$ cat src/rtl/ram_sdp_init.sv
// Simple-dual-port RAM that zeroes the whole array after reset or clr before opening its ports.
// Optional macro RAM_SDP_BYPASS_EN selects write-first collisions; the default is read-first.
module ram_sdp_init #(
  parameter int DATA_W = 8,
  parameter int ADDR_W = 7
) (
  input  logic              clk,
  input  logic              rst,
  input  logic              clr,
  input  logic              wr_en,
  input  logic [ADDR_W-1:0] wr_addr,
  input  logic [DATA_W-1:0] wr_data,
  input  logic              rd_en,
  input  logic [ADDR_W-1:0] rd_addr,
  output logic [DATA_W-1:0] rd_data,
  output logic              rd_valid,
  output logic              init_done,
  output logic              err
);

  localparam int DEPTH = 2 ** ADDR_W;

  typedef enum logic {INIT, READY} state_t;

  state_t            state;
  logic [ADDR_W-1:0] cnt;
  logic [DATA_W-1:0] mem [DEPTH];

  logic              mem_we;
  logic [ADDR_W-1:0] mem_addr;
  logic [DATA_W-1:0] mem_din;
  logic [DATA_W-1:0] rd_word;

  // Single write port shared by the zeroing sweep and the user write; clr drops both.
  always_comb begin
    mem_we   = 1'b0;
    mem_addr = wr_addr;
    mem_din  = wr_data;
    if (rst && !clr) begin
      if (state == INIT) begin
        mem_we   = 1'b1;
        mem_addr = cnt;
        mem_din  = '0;
      end else begin
        mem_we = wr_en;
      end
    end
  end

  always_ff @(posedge clk) begin
    if (mem_we) begin
      mem[mem_addr] <= mem_din;
    end
  end

`ifdef RAM_SDP_BYPASS_EN
  assign rd_word = (wr_en && (wr_addr == rd_addr)) ? wr_data : mem[rd_addr];
`else
  assign rd_word = mem[rd_addr];
`endif

  // cnt terminates on compare at the last address, so a finished sweep never restarts by itself.
  always_ff @(posedge clk or negedge rst) begin
    if (!rst) begin
      state     <= INIT;
      cnt       <= '0;
      rd_data   <= '0;
      rd_valid  <= 1'b0;
      init_done <= 1'b0;
      err       <= 1'b0;
    end else begin
      rd_valid <= 1'b0;
      err      <= 1'b0;
      if (clr) begin
        state     <= INIT;
        cnt       <= '0;
        init_done <= 1'b0;
      end else if (state == INIT) begin
        err <= wr_en | rd_en;
        if (cnt == '1) begin
          state     <= READY;
          init_done <= 1'b1;
          cnt       <= '0;
        end else begin
          cnt <= cnt + 1'b1;
        end
      end else if (rd_en) begin
        rd_data  <= rd_word;
        rd_valid <= 1'b1;
      end
    end
  end

endmodule

$ cat config.mk
export PLATFORM = sky130hd
export DESIGN_NAME = ram_sdp_init
export DESIGN_NICKNAME = d
export VERILOG_FILES = /design/src/rtl/ram_sdp_init.sv
export SDC_FILE = /design/constraint.sdc
export NUM_CORES = 1
export LEC_CHECK = 0
export CELL_PAD_IN_SITES_DETAIL_PLACEMENT = 1
export CELL_PAD_IN_SITES_GLOBAL_PLACEMENT = 2
export CORE_ASPECT_RATIO = 1.5
export CORE_MARGIN = 5
export CORE_UTILIZATION = 53
export DETAILED_ROUTE_END_ITERATION = 6
export GPL_TIMING_DRIVEN = 0
export PLACE_DENSITY = 0.8
export RECOVER_POWER = 50
export SLEW_MARGIN = 20
export SYNTH_ARGS = -nofsm -noshare
export SYNTH_HDL_FRONTEND = slang
export SYNTH_SLANG_ARGS = --single-unit
$ cat constraint.sdc
create_clock -name clk -period 7.9 [get_ports clk]
set_input_delay 0.79 -clock clk [delete_from_list [all_inputs] [get_ports clk]]
set_output_delay 0.79 -clock clk [all_outputs]
set_load 0.01 [all_outputs]
==> summary.md <==
| Metric | Value |
|---|---|
| Final Hold Viols | 0 |
| Hpwl dp | 86390 um |
| Worst vdd ir | 0.2010 mV |
| DRC errors left | 0 |
| Slew headroom | -55.08% |
| Worst Path Required | 8.21 ns |
| CP delay by family, top | buffers and inverters |
| CP peak stage delay | 1.58 ns |
| Min-Delay Endpoint | init_done |
| Worst Min Path Start | init_done |
| Largest net degree at the start of global routing | 41 |
| Sequential area share after synthesis | 75.12% |
| Failing checks | capacitance limit, slew limit |
| Fillcell total | 6721 |
| Fin crit share | 72.74% |
| First-pass GRT wire length | 172700 um |
| Clock transition at the registers of the reported paths | 0.06 ns |
| Pins over their slew limit | 696 |
| Final setup skew | 0.03179 ns |
| Post-cts resize count | 0 |
| # Post-CTS Setup Buffers | 0 |
| Total GRT Usage | 28.74% |
| # IOs | 38 |
| DR WL/cell | 35.36 um |
| CORE AREA | 0.07757 mm^2 |
| Vias in the first global route | 23980 |
| Cell Area, Synth | 0.04156 mm^2 |
| Post-layout min period | 5.747 ns |
| Clk Latency, worst-skew pair | 0.68 ns |
| Dpl cell area | 0.04394 mm^2 |
| Yosys reg bits | 1043 |
| Syn. warnings | 0 |
| Site Rows | 125 |
| CP Max Fanout | 26 |
| Worst-path cell chain | clkbuf_1 -> nor3b_1 -> clkbuf_1 -> clkbuf_1 -> nor2b_1 -> clkbuf_1 -> clkbuf_1 |
| Synth cell types | 54 |
| GRT overflow | 0 |
| # setup viols final | 0 |
| Most frequent cell on the critical path | clkbuf_1 |
| Hold Path Class | flip-flop to flip-flop |
| Leakage | 15.01 nW |
| Cts hold-fix bufs | 0 |
| Status | finished, violations left |
| Starting density of the core | 53.58% |
| Vias per inst | 6.517 |
| Critical path's slowest cell | nor2b_1 |
| Final nets | 2359 |
| Ys async rst share | 1.822% |
| R2r setup slk | 2.78 ns |
| CP bufs+invs | 5 |
| Critical Path AT | 6.05 ns |
| Port Buffers | 35 |
| Drt first pass iters | 5 |
| Measured slew at the worst slew-check pin | 2.321 ns |
| Main flop type after synthesis | edfxtp_1 |
| Htree depth | 3 |
| Final instance area | 0.04670 mm^2 |
| Core Util, Final | 60.21% |
| Clock sinks | 1043 |
| Critical R2R Launch | state |
| TritonCTS clock tree | yes |
| Layout cell share with drive strength beyond 1 | 17.28% |
| Bufs on Longest Clock Path | 3 |
| Initial DRC count | 2402 |
| Most frequent cells in the layout | edfxtp_1 (1024), mux2i_1 (202), nor2_1 (160) |
| Hold Path Depth | 2 |
| Syn avg cell area | 19.20 um^2 |
| P&R area growth vs syn | 12.37% |
| Initial antenna violation count | 3 |
| CTS buffer count | 95 |
| Cell area power density | 248.2 mW/mm^2 |
| Terminus of the critical flop-to-flop path | mem[85][6] |
| Post-DRT Antenna Nets | 0 |
| Root Driver | clkbuf_16 |
| Critical Path Sink Type | flip-flop |
| Setup crit start kind | input port |
| Crit Path Class | input port to flip-flop |
| RSZ-0062 raised after global routing | false |
| EDFF count, synth | 1024 |
| Die X | 238.7 um |
| Syn Inst Count | 2165 |
| Worst reg2reg path depth | 7 |
| DIE AREA | 0.08424 mm^2 |
| Post-Route WL | 121200 um |
| Leading cell type in the layout, fill and taps excluded | edfxtp_1 |
| Gp weighted congestion | 0.8938 |
| Fmax | 0.1740 GHz |
| Chip height | 353.0 um |
| Syn Nets | 2193 |
| Total number of vias | 22330 |
| Max-cap viol count | 24 |
-- layer usage --
| metal | GRT usage, % | wire length (um) | vias up |
|---|---|---|---|
| met3 | 4.122 | 7331 | 340 |
| met1 | 33.65 | 41980 | 11750 |
| met2 | 50.70 | 63340 | 1040 |
| li1 | - | - | 9205 |
| met4 | 16.04 | 8523 | 2 |
| met5 | 0 | 11 | - |
-- worst reg2reg max path, stage by stage (launching register included) --
cell	delay, ns
dfrtp_1	0.31
buf_2	0.19
nor3b_1	0.10
clkbuf_1	0.23
clkbuf_1	0.31
nor2b_1	1.58
clkbuf_1	1.18
clkbuf_1	0.88
-- report_power, final --
part | switching, mW | internal [mW]
clock network | 2.01 | 2.73
logic | 0.487 | 0.236
registers | 0.00771 | 6.11
-- synthesized netlist by cell type, types with 15 or more instances --
master / instances / area share, %
edfxtp_1: 1024 / 74
mux2i_1: 202 / 4.9
nor2_1: 162 / 1.5
mux4_2: 159 / 8.6
nand2_1: 63 / 0.57
o22ai_1: 56 / 0.84
clkbuf_1: 51 / 0.46
o221ai_1: 46 / 0.97
nor2b_1: 35 / 0.53
a21oi_1: 30 / 0.36
nand3_1: 27 / 0.33
buf_2: 25 / 0.30
a211oi_1: 23 / 0.42
a22oi_1: 20 / 0.36
dfrtp_1: 19 / 1.1
nand2b_1: 17 / 0.26
buf_6: 15 / 0.41
-- cells by family after synthesis --
logic type / count (synthesis) / synth area share (%)
compound gates: 253 / 4.576
fa+ha+maj: 1 / 0.03010
mux: 380 / 14.03
buf+inv: 134 / 2.288
simple gates: 350 / 3.868
flops: 1043 / 75.12
xor+xnor: 4 / 0.08430
-- state kept, by name (all words and copies together) (netlist names) --
| signal | cells |
|---|---|
| cnt | 7 |
| mem | 1024 |
| rd_valid | 1 |
| err | 1 |
| state | 1 |
| rd_data | 8 |
| init_done | 1 |
-- final cells by class --
type / instances / area, um^2 / area share, %
Clock inverter: 46 / 525.5 / 1.125
Inverter: 6 / 22.52 / 0.04822
Clock buffer: 128 / 2668 / 5.712
Multi-Input combinational cell: 988 / 9399 / 20.12
Buffer: 128 / 930.9 / 1.993
Timing Repair Buffer: 69 / 655.6 / 1.404
Antenna cell: 3 / 7.507 / 0.01607
Sequential cell: 1043 / 31220 / 66.86
Tap cell: 1016 / 1271 / 2.722
-- worst max-delay path by stage --
| stage | start | end | slack, ns | depth (start not counted) |
|---|---|---|---|---|
| 5_1_grt | rst | mem[3][6] | 1.65 | 7 |
| 6_report | rst | mem[85][6] | 2.15 | 7 |
| 3_5_place_dp | rst | mem[39][4] | 2.45 | 9 |
| 2_1_floorplan | rst | mem[0][0] | 2.63 | 4 |
| 3_3_place_gp | rst | mem[60][3] | -3.60 | 5 |
| 4_1_cts | rst | mem[39][4] | 3.15 | 9 |
-- metrics by stage --
| stage | hold slack [ns] | setup TNS, ns | worst slack (ns) | power, mW | cells |
|---|---|---|---|---|---|
| finish | 0.5136 | 0 | 2.153 | 11.59 | 3427 |
| global route | 0.5707 | 0 | 1.651 | 11.91 | 3424 |
| CTS | 0.1446 | 0 | 3.146 | 11.66 | 3424 |
| detailed placement | 0.5092 | 0 | 2.454 | 6.986 | 3250 |
| global placement | 0.4903 | -3167.65 | -3.600 | 6.947 | 3216 |
| floorplan | 0.4944 | 0 | 2.630 | 6.646 | 2165 |
Power figures use the tool's default switching activity.
